===== src/rtl/root_accel_pkg.sv =====
// Shared mode codes, FSM encoding and width helpers for the root accelerator.
package root_accel_pkg;

    localparam logic [1:0] MODE_CBSQ = 2'b00;  // floor(sqrt(a + floor(cbrt(b))))
    localparam logic [1:0] MODE_SQ   = 2'b01;  // floor(sqrt(a))
    localparam logic [1:0] MODE_CB   = 2'b10;  // floor(cbrt(b))
    localparam logic [1:0] MODE_ALT  = 2'b11;  // behaves exactly like MODE_CBSQ

    localparam logic [2:0] ST_IDLE    = 3'd0;
    localparam logic [2:0] ST_CB_SQ   = 3'd1;
    localparam logic [2:0] ST_CB_CU   = 3'd2;
    localparam logic [2:0] ST_CB_CMP  = 3'd3;
    localparam logic [2:0] ST_ADD     = 3'd4;
    localparam logic [2:0] ST_SQ_INIT = 3'd5;
    localparam logic [2:0] ST_SQ_STEP = 3'd6;
    localparam logic [2:0] ST_DONE    = 3'd7;

    typedef enum logic [2:0] {
        IDLE    = ST_IDLE,
        CB_SQ   = ST_CB_SQ,
        CB_CU   = ST_CB_CU,
        CB_CMP  = ST_CB_CMP,
        ADD     = ST_ADD,
        SQ_INIT = ST_SQ_INIT,
        SQ_STEP = ST_SQ_STEP,
        DONE    = ST_DONE
    } state_t;

    // Result bits of floor(cbrt(x)) for a w-bit x: ceil(w/3).
    function automatic int cb_bits(input int w);
        return (w + 2) / 3;
    endfunction

    // Result bits of floor(sqrt(x)) for a (w+1)-bit x: ceil((w+1)/2).
    function automatic int sb_bits(input int w);
        return (w + 2) / 2;
    endfunction

endpackage


===== src/rtl/root_mult.sv =====
// Sequential shift-add multiplier: one multiplier bit per cycle, N cycles per
// product. A start pulse clears the accumulator and loads the operands, so the
// product stays readable on y_bo until the next start.
module root_mult #(
    parameter int N = 9
) (
    input  logic             clk_i,
    input  logic             rst_ni,
    input  logic             start_i,
    input  logic [N-1:0]     a_i,
    input  logic [N-1:0]     b_i,
    output logic             busy_o,
    output logic [2*N-1:0]   y_bo
);

    localparam int CW = $clog2(N + 1);

    logic [2*N-1:0] mcand_q;
    logic [N-1:0]   mplier_q;
    logic [CW-1:0]  cnt_q;

    // Load on start, then add the shifted multiplicand for each set multiplier bit.
    always_ff @(posedge clk_i or negedge rst_ni) begin
        if (!rst_ni) begin
            y_bo     <= '0;
            mcand_q  <= '0;
            mplier_q <= '0;
            cnt_q    <= '0;
            busy_o   <= 1'b0;
        end else if (start_i) begin
            y_bo     <= '0;
            mcand_q  <= {{N{1'b0}}, a_i};
            mplier_q <= b_i;
            cnt_q    <= CW'(N);
            busy_o   <= 1'b1;
        end else if (busy_o) begin
            if (mplier_q[0]) begin
                y_bo <= y_bo + mcand_q;
            end
            mcand_q  <= mcand_q << 1;
            mplier_q <= mplier_q >> 1;
            cnt_q    <= cnt_q - CW'(1);
            if (cnt_q == CW'(1)) begin
                busy_o <= 1'b0;
            end
        end
    end

endmodule


===== src/rtl/root_accel.sv =====
// Handshaked integer root unit: sqrt(a + cbrt(b)), sqrt(a) or cbrt(b) per
// request. Cube root is found bit by bit using the shared multiplier for the
// cand^3 trial; square root uses the classic digit-by-digit method inline.
// Latency depends only on W and mode, never on operand values.
module root_accel
    import root_accel_pkg::*;
#(
    parameter int W = 8
) (
    input  logic         clk_i,
    input  logic         rst_ni,
    input  logic         start_i,
    input  logic [1:0]   mode_i,
    input  logic [W-1:0] a_bi,
    input  logic [W-1:0] b_bi,
    output logic         busy_o,
    output logic         valid_o,
    output logic [W-1:0] y_bo
);

    localparam int CB = cb_bits(W);
    localparam int SB = sb_bits(W);
    localparam int MW = 3 * CB;            // multiplier operand width
    localparam int PW = 2 * MW;            // multiplier product width
    localparam int XW = 2 * SB;            // radicand width, holds a + cbrt(b) with carry
    localparam int KW = $clog2(CB) + 1;

    localparam logic [XW-2:0] M_INIT = {1'b1, {(XW-2){1'b0}}};

    state_t        state_q, state_n;
    logic [1:0]    mode_q;
    logic [W-1:0]  a_q, b_q;
    logic [CB-1:0] r_cb_q;
    logic [KW-1:0] k_q;
    logic [XW-1:0] x_q;
    logic [XW-1:0] sr_q;
    logic [XW-2:0] m_q;
    logic [W-1:0]  y_q;
    logic          m_go_q, m_go_n;

    logic          m_busy;
    logic [MW-1:0] m_a, m_b;
    logic [PW-1:0] m_p;

    logic [CB-1:0] cand;
    logic          p_le_b;
    logic [CB-1:0] cb_r_n;
    logic [XW-1:0] sq_t;
    logic          sq_ge;
    logic [XW-1:0] sq_r_n;
    logic          sq_last;
    logic          accept;

    assign accept  = start_i && (state_q == IDLE || state_q == DONE);

    assign cand    = r_cb_q | (CB'(1) << k_q);
    assign p_le_b  = m_p <= PW'(b_q);
    assign cb_r_n  = p_le_b ? cand : r_cb_q;

    assign sq_t    = sr_q | XW'(m_q);
    assign sq_ge   = x_q >= sq_t;
    assign sq_r_n  = sq_ge ? ((sr_q >> 1) | XW'(m_q)) : (sr_q >> 1);
    assign sq_last = (m_q >> 2) == '0;

    // First trial squares cand; second trial multiplies that square by cand.
    assign m_a     = (state_q == CB_CU) ? m_p[MW-1:0] : MW'(cand);
    assign m_b     = MW'(cand);

    assign busy_o  = !(state_q == IDLE || state_q == DONE);
    assign valid_o = (state_q == DONE);
    assign y_bo    = y_q;

    root_mult #(.N(MW)) u_mult (
        .clk_i   (clk_i),
        .rst_ni  (rst_ni),
        .start_i (m_go_q),
        .a_i     (m_a),
        .b_i     (m_b),
        .busy_o  (m_busy),
        .y_bo    (m_p)
    );

    // State register.
    always_ff @(posedge clk_i or negedge rst_ni) begin
        if (!rst_ni) begin
            state_q <= IDLE;
        end else begin
            state_q <= state_n;
        end
    end

    // Next-state logic; a multiplier start is requested on entry to each trial state.
    always_comb begin
        state_n = state_q;
        case (state_q)
            IDLE: begin
                if (start_i) begin
                    state_n = (mode_i == MODE_SQ) ? SQ_INIT : CB_SQ;
                end
            end
            DONE: begin
                if (start_i) begin
                    state_n = (mode_i == MODE_SQ) ? SQ_INIT : CB_SQ;
                end else begin
                    state_n = IDLE;
                end
            end
            CB_SQ: begin
                if (!m_go_q && !m_busy) begin
                    state_n = CB_CU;
                end
            end
            CB_CU: begin
                if (!m_go_q && !m_busy) begin
                    state_n = CB_CMP;
                end
            end
            CB_CMP: begin
                if (k_q != '0) begin
                    state_n = CB_SQ;
                end else if (mode_q == MODE_CB) begin
                    state_n = DONE;
                end else begin
                    state_n = ADD;
                end
            end
            ADD:     state_n = SQ_INIT;
            SQ_INIT: state_n = SQ_STEP;
            SQ_STEP: begin
                if (sq_last) begin
                    state_n = DONE;
                end
            end
            default: state_n = IDLE;
        endcase
        m_go_n = ((state_n == CB_SQ) && (state_q != CB_SQ)) ||
                 ((state_n == CB_CU) && (state_q != CB_CU));
    end

    // Datapath registers: operand capture, cube-root and square-root iterations, result.
    always_ff @(posedge clk_i or negedge rst_ni) begin
        if (!rst_ni) begin
            mode_q <= MODE_CBSQ;
            a_q    <= '0;
            b_q    <= '0;
            r_cb_q <= '0;
            k_q    <= '0;
            x_q    <= '0;
            sr_q   <= '0;
            m_q    <= '0;
            y_q    <= '0;
            m_go_q <= 1'b0;
        end else begin
            m_go_q <= m_go_n;
            if (accept) begin
                mode_q <= (mode_i == MODE_ALT) ? MODE_CBSQ : mode_i;
                a_q    <= a_bi;
                b_q    <= b_bi;
                r_cb_q <= '0;
                k_q    <= KW'(CB - 1);
                x_q    <= XW'(a_bi);
            end
            case (state_q)
                CB_CMP: begin
                    r_cb_q <= cb_r_n;
                    if (k_q != '0) begin
                        k_q <= k_q - KW'(1);
                    end else if (mode_q == MODE_CB) begin
                        y_q <= W'(cb_r_n);
                    end
                end
                ADD: begin
                    x_q <= XW'(a_q) + XW'(r_cb_q);
                end
                SQ_INIT: begin
                    sr_q <= '0;
                    m_q  <= M_INIT;
                end
                SQ_STEP: begin
                    if (sq_ge) begin
                        x_q <= x_q - sq_t;
                    end
                    sr_q <= sq_r_n;
                    m_q  <= m_q >> 2;
                    if (sq_last) begin
                        y_q <= W'(sq_r_n);
                    end
                end
                default: ;
            endcase
        end
    end

endmodule


===== config.mk =====
export PLATFORM = sky130hd
export DESIGN_NAME = root_accel
export DESIGN_NICKNAME = d
export VERILOG_FILES = /design/src/rtl/root_accel_pkg.sv /design/src/rtl/root_mult.sv /design/src/rtl/root_accel.sv
export SDC_FILE = /design/constraint.sdc
export NUM_CORES = 1
export LEC_CHECK = 0
export BUFFER_PORTS_ARGS = -buffer_cell sky130_fd_sc_hd__buf_4
export CORE_MARGIN = 2
export CORE_UTILIZATION = 45
export CTS_BUF_LIST = sky130_fd_sc_hd__clkbuf_4
export CTS_CLUSTER_SIZE = 16
export DETAILED_ROUTE_END_ITERATION = 8
export HOLD_SLACK_MARGIN = 0.1
export MAX_ROUTING_LAYER = met4
export PLACE_DENSITY = 0.61
export SLEW_MARGIN = 20
export SYNTH_ARGS = -nofsm -noshare
export SYNTH_HDL_FRONTEND = slang
export SYNTH_HIERARCHICAL = 1
export SYNTH_SLANG_ARGS = --single-unit

===== constraint.sdc =====
create_clock -name clk_i -period 2.4 [get_ports clk_i]
set_input_delay 0.12 -clock clk_i [delete_from_list [all_inputs] [get_ports clk_i]]
set_output_delay 0.12 -clock clk_i [all_outputs]
set_load 0.05 [all_outputs]

==> results of run 1 <==
[state kept, by name, summed over array words and instances, names as in the netlist, 2 cells and up]
| register | cells |
|---|---|
| u_mult/mcand_q | 18 |
| u_mult/y_bo | 18 |
| x_q | 10 |
| sr_q | 9 |
| u_mult/mplier_q | 9 |
| a_q | 8 |
| b_q | 8 |
| y_bo | 8 |
| m_q | 5 |
| u_mult/cnt_q | 4 |
| k_q | 3 |
| r_cb_q | 3 |
| state_q | 3 |
| mode_q | 2 |
[worst max path at each step]
| stage | to | slack, ns | cells after the start | start |
|---|---|---|---|---|
| floorplan | x_q[8] | 0.01 | 9 | sr_q[0] |
| global placement | x_q[8] | -0.06 | 9 | sr_q[0] |
| detailed placement | x_q[8] | -0.16 | 9 | sr_q[0] |
| CTS | x_q[8] | -0.03 | 9 | sr_q[0] |
| global route | x_q[8] | -0.06 | 9 | sr_q[0] |
| finish | x_q[8] | 0.04 | 9 | sr_q[0] |
[where the power goes]
group / total (mW) / internal [mW] / switching, mW
combinational: 5.98 / 2.51 / 3.47
clock: 0.850 / 0.219 / 0.631
sequential: 3.25 / 2.56 / 0.684
total: 10.1 / 5.29 / 4.79
[cells by family after synthesis]
family / synth area share [%]
simple gates: 19.5
compound gates: 19.9
flops: 40.7
buf+inv: 4.04
fa+ha+maj: 8.85
mux: 4.81
xor+xnor: 2.07
other cells: 0.0555
[area by class of cell]
class	instances	area, µm²	share of cell area, %
tap	184	230	2.94
sequential	110	2760	35.2
timing repair buffer	86	723	9.25
clock buffer	10	75.1	0.960
clock inverter	6	38.8	0.496
inverter	36	135	1.73
antenna	1	2.50	0.0320
multi-input combinational	578	3860	49.3
[what timing repair did]
item | CTS | global route
setup endpoints to repair | 11 | 14
pin swaps | 6 | 7
hold buffers | 21 | 0
buffers inserted | 3 | 6
endpoints found under the hold margin | 100 | 0
resized for setup | 8 | 17
[worst max-delay path, delay by kind of cell (launching register included)]
family          cells  cell delay (ns)
compound gates      4             0.88
fa+ha+maj           2             0.50
simple gates        3             0.48
flops               1             0.41
[placed cells by master, fill, tap and decap left out, types with 5 or more instances in the layout]
cell type	n
nand2_1	124
dfrtp_1	108
buf_4	63
o21ai_0	57
a21oi_1	42
ha_1	41
nor2_1	40
inv_1	36
mux2i_1	28
nor3_1	25
nand3_1	24
dlygate4sd3_1	21
nor2b_1	10
clkbuf_4	10
o211ai_1	9
nand2b_1	9
a21o_1	9
xnor2_1	9
xor2_1	7
a211oi_1	7
o21a_1	7
and2_1	7
a22o_1	7
a21oi_2	6
a221o_1	6
o311ai_1	6
nand4_1	6
conb_1	6
a31oi_1	5
[per-layer routing]
layer | GRT usage [%] | routed length [µm] | vias to the layer above
li1 | - | - | 2817
met1 | 26.1 | 7290 | 2752
met2 | 36.7 | 8190 | 105
met3 | 4.47 | 523 | 24
met4 | 5.95 | 299 | 0
met5 | - | 0 | -
[through the flow]
stage	hold WS, ns	setup TNS, ns	utilization (%)	setup WS (ns)	area, µm²
finish	0.169	0	53.6	0.0402	7820
global route	0.156	-0.187	53.6	-0.0554	7820
CTS	0.158	-0.0641	52.8	-0.0297	7710
detailed placement	0.172	-0.795	50.2	-0.158	7320
global placement	0.162	-0.236	50.2	-0.0632	7320
floorplan	-0.176	0	-	0.0148	6780
==> results.json, run 1 <==
{
  "cp.required_ns": 2.78,
  "start_kind": "flip-flop",
  "wl_per_cell_um": 16.1,
  "setup_viol": 0,
  "ys.flop_type": "dfrtp_1",
  "slowest_delay_ns": 0.41,
  "clock_skew_ns": 0.0167,
  "fin_nets": 888,
  "die-area_um2": 16000,
  "numCtsBuffers": 9,
  "synth_common_cells": "nand2_1 (125), dfrtp_1 (110), o21ai_0 (58)",
  "syn2layout_area_growth_pct": 15.7,
  "arrival_ns": 2.74,
  "ys_warn_count": 6,
  "r2r-start": "sr_q[0]",
  "syn_area_um2": 6760,
  "path_clk_slew_ns": 0.16,
  "drc": 0,
  "final_max_slew_viol_count": 0,
  "track_usage_pct": 21.6,
  "fmax_ghz": 0.424,
  "die_y_um": 127,
  "cp_max_fo": 7,
  "initial_core_util_pct": 46.3,
  "synth.distinct_cells": 71,
  "synthTopCellsByArea": "dfrtp_1 (41%), ha_1 (8.0%), nand2_1 (6.9%)",
  "synth_edf_count": 0,
  "yosysMostFrequentCell": "nand2_1",
  "finalHoldViolCount": 0,
  "ys_seq_area_share_pct": 40.7,
  "end_kind": "flip-flop",
  "fin_crit_ns": 2.36,
  "cp_slowest_cell": "dfrtp_1",
  "layout.cells.non_filler": 1011,
  "syn_inst": 748,
  "dp_hpwl_um": 11600,
  "place_inst": 964,
  "clockBufferDepth": 2,
  "overflow": 0,
  "portBuffers": 30,
  "critical_path_class": "reg2reg",
  "cts_sinks": 110,
  "r2r_cells": 9,
  "cap_violations": 0,
  "vias": 5698,
  "place.gp.congestion": 0.902,
  "core_um2": 14600,
  "tightest_slew_ns": 0.812,
  "crit_chain": "or2_4 -> ha_4 -> fa_2 -> nand2b_4 -> a21oi_4 -> o21ai_4 -> a41oi_4 -> nor2_2 -> a221o_1",
  "r2r_slack_ns": 0.04,
  "h-tree-depth": 3,
  "clkLatencyLatePin_ns": 0.49,
  "cts_tree": "yes",
  "power_density_nw_per_um2": 1290,
  "drtAntennaViolNets": 0,
  "grt_max_degree": 53,
  "placementRows": 44,
  "yosysTopAreaCell": "dfrtp_1",
  "drtIter0Drc": 415,
  "ios": 31,
  "ir_worst_vdd_v": 0.000633,
  "finalPower_mw": 10.1,
  "grt_antenna_before_repair": 1,
  "finalWirelength_um": 16300,
  "status": "completed",
  "drive_gt1_share_pct": 15.0,
  "via_per_inst": 5.64,
  "firstDrtPassIters": 5,
  "post-route-period-util_pct": 98.3,
  "timing.rr.end": "x_q[8]",
  "grt_setup_unrepaired": "true",
  "grt_pass1_vias": 5676,
  "die_width_um": 127,
  "hold_class": "in2async",
  "avgSynthCellArea_um2": 9.03,
  "ys_seq_elements": 110,
  "async_flop_share_pct": 100,
  "clockRootBuffer": "clkbuf_4",
  "nFillCells": 1302,
  "maxSlewHeadroom_pct": 45.8,
  "grt_pass1_wl_um": 27300,
  "p_leak_nw": 3.71,
  "synth_top_area_share_pct": 40.7
}
No activity file was read; power rests on OpenSTA's default activity.
==> run 2, diff against run 1 <==
==> constraint.sdc (replaced) <==
create_clock -name clk_i -period 2.4 [get_ports clk_i]
set_input_delay 0.24 -clock clk_i [delete_from_list [all_inputs] [get_ports clk_i]]
set_output_delay 0.24 -clock clk_i [all_outputs]
set_load 0.05 [all_outputs]
==> run 2 against run 1 <==
Setup slack got worse by 0.0057 ns. Global-route usage barely moved. Via count barely moved. Cell count barely moved. Die area did not move. Largest cell class unchanged. Clock power rose by 4.6%. Highest routed layer unchanged. Sequential cell count did not move. Critical path depth did not move. Critical endpoint unchanged. Largest power group unchanged.
==> results.json, run 2 (synthesis gave the netlist of run 1 again) <==
{
  "via_per_inst": 5.64,
  "h-tree-depth": 3,
  "final_cell_mix": "nand2_1 (124), dfrtp_1 (108), buf_4 (63), o21ai_0 (58), a21oi_1 (43)",
  "initial_core_util_pct": 46.3,
  "grt_max_degree": 66,
  "fin_crit_ns": 2.37,
  "cp.required_ns": 2.79,
  "die_width_um": 127,
  "fmax_ghz": 0.423,
  "drc": 0,
  "finalWirelength_um": 16200,
  "track_usage_pct": 21.6,
  "grt_setup_unrepaired": "true",
  "end_kind": "flip-flop",
  "cts_tree": "yes",
  "ios": 31,
  "clockRootBuffer": "clkbuf_4",
  "drtAntennaViolNets": 0,
  "hold_ws_ns": 0.140,
  "grt_pass1_vias": 5790,
  "dp_hpwl_um": 11600,
  "die-area_um2": 16000,
  "path_clk_slew_ns": 0.18,
  "clock_skew_ns": 0.0198,
  "power_density_nw_per_um2": 1290,
  "tightest_slew_ns": 0.626,
  "arrival_ns": 2.75,
  "vias": 5693,
  "portBuffers": 30,
  "start_kind": "flip-flop",
  "final_common_cell": "nand2_1",
  "overflow": 0,
  "fin_nets": 888,
  "finalPower_mw": 10.1,
  "placed_cell_area_um2": 7340,
  "cts_sinks": 110,
  "numCtsBuffers": 9,
  "cp_max_fo": 4,
  "clockBufferDepth": 2,
  "firstDrtPassIters": 4,
  "clkLatencyLatePin_ns": 0.50,
  "fin_area_um2": 7840,
  "place.gp.congestion": 0.893,
  "grt_antenna_before_repair": 0,
  "die_y_um": 127,
  "final_util_pct": 53.8,
  "grt_pass1_wl_um": 27400,
  "critical_path_class": "reg2reg",
  "post-route-period-util_pct": 98.6,
  "cap_violations": 0,
  "diodes": 0,
  "maxSlewHeadroom_pct": 58.2,
  "hold_class": "in2async",
  "finalHoldViolCount": 0,
  "reg_top3": "u_mult/mcand_q: 18 flops, u_mult/y_bo: 18 flops, x_q: 10 flops",
  "status": "completed",
  "setup_viol": 0,
  "core_um2": 14600,
  "syn2layout_area_growth_pct": 16.1,
  "wl_per_cell_um": 16.0,
  "drtIter0Drc": 324,
  "final_max_slew_viol_count": 0,
  "ir_worst_vdd_v": 0.000569,
  "drive_gt1_share_pct": 15.0,
  "p_leak_nw": 3.72,
  "placementRows": 44
}
## run 2: cell type report
| cell class | instances | area (µm²) |
|---|---|---|
| Fill cell | 1322 | 6750 |
| Multi-Input combinational cell | 578 | 3880 |
| Sequential cell | 110 | 2760 |
| Timing Repair Buffer | 86 | 723 |
| Tap cell | 184 | 230 |
| Inverter | 36 | 135 |
| Clock buffer | 10 | 75.1 |
| Clock inverter | 6 | 46.3 |
## run 2: final timing paths
kind | startpoint | cells after the start | slack (ns) | end
max in group asynchronous | rst_ni | 3 | 1.58 | m_go_q
worst min register to register | y_bo[5] | 2 | 0.50 | y_bo[5]
worst max-delay path | sr_q[0] | 9 | 0.03 | x_q[8]
min in group clk_i | b_bi[0] | 4 | 0.45 | b_q[0]
worst min-delay path | rst_ni | 2 | 0.14 | mode_q[1]
worst max register to register | sr_q[0] | 9 | 0.03 | x_q[8]
## run 2: critical path, cell delays in order, from the launching register on
cell      delay [ns]
dfrtp_1         0.41
or2_4           0.26
ha_4            0.16
fa_2            0.35
nand2b_4        0.17
a21oi_4         0.22
nand3_2         0.13
a31oi_4         0.19
xor2_1          0.08
a221o_1         0.29
## run 2: layer usage
| metal | GRT usage (%) | up-vias | wire length (µm) |
|---|---|---|---|
| met5 | - | - | 0 |
| met4 | 7.43 | 0 | 480 |
| met3 | 4.56 | 35 | 569 |
| met2 | 36.1 | 115 | 7910 |
| met1 | 25.9 | 2732 | 7250 |
| li1 | - | 2811 | - |
## run 2: timing repair
item                                    4_1_cts  5_1_grt
pin swaps                                     5        6
resized for setup                             9       17
endpoints found under the setup margin       11       10
hold buffers                                 21        0
buffers inserted                              0        6
endpoints found under the hold margin       129        0
## run 2: report_power, final
group	switching [mW]	internal, mW	total (mW)
combinational	3.49	2.52	6.01
clock	0.659	0.230	0.889
sequential	0.658	2.56	3.22
## run 2: metrics by stage
| stage | instances | setup slack, ns | setup TNS [ns] |
|---|---|---|---|
| 4_1_cts | 1004 | 0.00663 | 0 |
| 3_5_place_dp | 967 | -0.115 | -0.734 |
| 2_1_floorplan | 753 | 0.0148 | 0 |
| 5_1_grt | 1010 | -0.0549 | -0.151 |
| 6_report | 1010 | 0.0345 | 0 |
| 3_3_place_gp | 967 | -0.0684 | -0.255 |
==> run 3, diff against run 2 <==
- RECOVER_POWER: default -> 50
==> run 3 against run 2 <==
Cell count did not move. Wire length hardly changed. Largest cell class unchanged. Largest power group unchanged. First-iteration DRC count unchanged. Setup slack hardly changed. Core utilization is 0.069 points lower. Non-clock buffer count did not move.
==> results.json, run 3 (synthesis gave the netlist of run 1 again) <==
{
  "ios": 31,
  "h-tree-depth": 3,
  "finalHoldViolCount": 0,
  "final_max_slew_viol_count": 0,
  "pre_cts_ws_ns": -0.115,
  "reg_top3": "u_mult/mcand_q: 18 flops, u_mult/y_bo: 18 flops, x_q: 10 flops",
  "wl_met2_um": 7910,
  "power_density_nw_per_um2": 1290,
  "portBuffers": 30,
  "vias": 5697,
  "path_clk_slew_ns": 0.18,
  "routedLengthMet1_um": 7240,
  "hold_ws_ns": 0.449,
  "drive_gt1_share_pct": 14.8,
  "clkLatencyLatePin_ns": 0.50,
  "firstDrtPassIters": 4,
  "final_util_pct": 53.7,
  "place.gp.congestion": 0.893,
  "wl_per_cell_um": 16.0,
  "cp.required_ns": 2.79,
  "post-route-period-util_pct": 98.6,
  "tns_ns": 0,
  "wl_met3_um": 568,
  "placementRows": 44,
  "dp_hpwl_um": 11600,
  "initial_core_util_pct": 46.3,
  "placed_cell_area_um2": 7340,
  "layout.cells.non_filler": 1010,
  "numCtsBuffers": 9,
  "final_cell_mix": "nand2_1 (124), dfrtp_1 (108), buf_4 (60), o21ai_0 (58), a21oi_1 (43)",
  "end_kind": "flip-flop",
  "slowest_delay_ns": 0.41,
  "overflow": 0,
  "crit_chain": "or2_4 -> ha_4 -> fa_2 -> nand2b_4 -> a21oi_4 -> nand3_2 -> a31oi_4 -> xor2_1 -> a221o_1",
  "grt_pass1_vias": 5790,
  "cts_tree": "yes",
  "clockRootBuffer": "clkbuf_4",
  "r2r_cells": 9,
  "fin_crit_ns": 2.37,
  "tightest_slew_ns": 1.21,
  "critical_path_class": "reg2reg",
  "core_um2": 14600,
  "cp_max_fo": 4,
  "syn2layout_area_growth_pct": 15.9,
  "die-area_um2": 16000,
  "worst_slack_ns": 0.0344,
  "cap_violations": 0,
  "fin_area_um2": 7830,
  "grt_antenna_before_repair": 0,
  "finalWirelength_um": 16200,
  "status": "completed",
  "clock_skew_ns": 0.0198,
  "cts_sinks": 110,
  "drtAntennaViolNets": 0,
  "grt_setup_unrepaired": "true",
  "place_inst": 967,
  "setup_viol": 0,
  "die_y_um": 127,
  "top_layer": "met4",
  "drc": 0,
  "clockBufferDepth": 2,
  "final_common_cell": "nand2_1",
  "diodes": 0,
  "via_per_inst": 5.64,
  "track_usage_pct": 21.6,
  "grt_pass1_wl_um": 27400,
  "drtIter0Drc": 324,
  "nFillCells": 1323,
  "fin_nets": 888,
  "arrival_ns": 2.75,
  "hold_class": "in2reg",
  "fmax_ghz": 0.423,
  "cp_slowest_cell": "dfrtp_1",
  "die_width_um": 127,
  "ir_worst_vdd_v": 0.000569,
  "whs_path_depth": 4,
  "grt_max_degree": 66,
  "start_kind": "flip-flop",
  "maxSlewHeadroom_pct": 19.2,
  "p_leak_nw": 3.72,
  "finalPower_mw": 10.1
}
-- run 3: changes by cell type in the layout (fill, tap and decap cells not counted), sizes merged --
cell    delta
buf        -3
clkbuf     +3
-- run 3: per-layer routing --
metal | GRT usage (%) | up-vias
met5 | - | -
met4 | 7.43 | 0
met3 | 4.56 | 35
met2 | 36.1 | 114
met1 | 25.9 | 2737
li1 | - | 2811
-- run 3: report_power, final --
group / leakage [nW] / total (mW) / switching [mW] / internal (mW)
sequential: 1.44 / 3.22 / 0.658 / 2.56
clock: 0.0630 / 0.889 / 0.659 / 0.230
combinational: 2.21 / 6.00 / 3.49 / 2.51
-- run 3: cell type report --
type	count	area (µm²)	area share, %
multi-input combinational	578	3880	49.5
sequential	110	2760	35.2
timing repair buffer	86	713	9.11
tap	184	230	2.94
inverter	36	135	1.73
clock buffer	10	75.1	0.958
clock inverter	6	46.3	0.591
-- run 3: worst paths after layout --
| check | startpoint | end | slack (ns) |
|---|---|---|---|
| min in group asynchronous | rst_ni | mode_q[1] | 0.49 |
| min reg2reg | y_bo[5] | y_bo[5] | 0.50 |
| max reg2reg | sr_q[0] | x_q[8] | 0.03 |
| max | sr_q[0] | x_q[8] | 0.03 |
| max in group asynchronous | rst_ni | m_go_q | 0.55 |
| min | b_bi[0] | b_q[0] | 0.45 |
-- run 3: what timing repair did --
item,CTS,global route
buffers inserted,0,6
setup endpoints to repair,11,10
endpoints found under the hold margin,129,0
gates cloned,0,0
gates resized for setup,9,17
hold buffers,21,0
pin swaps,5,6
-- run 3: worst max-delay path: cells and delay by family, from the launching register on --
kind / cells / cell delay, ns
AO/OA/AOI/OAI: 3 / 0.70
flip-flops: 1 / 0.41
XOR/XNOR: 1 / 0.08
adder cells (fa/ha/maj): 2 / 0.51
AND/OR/NAND/NOR: 3 / 0.56
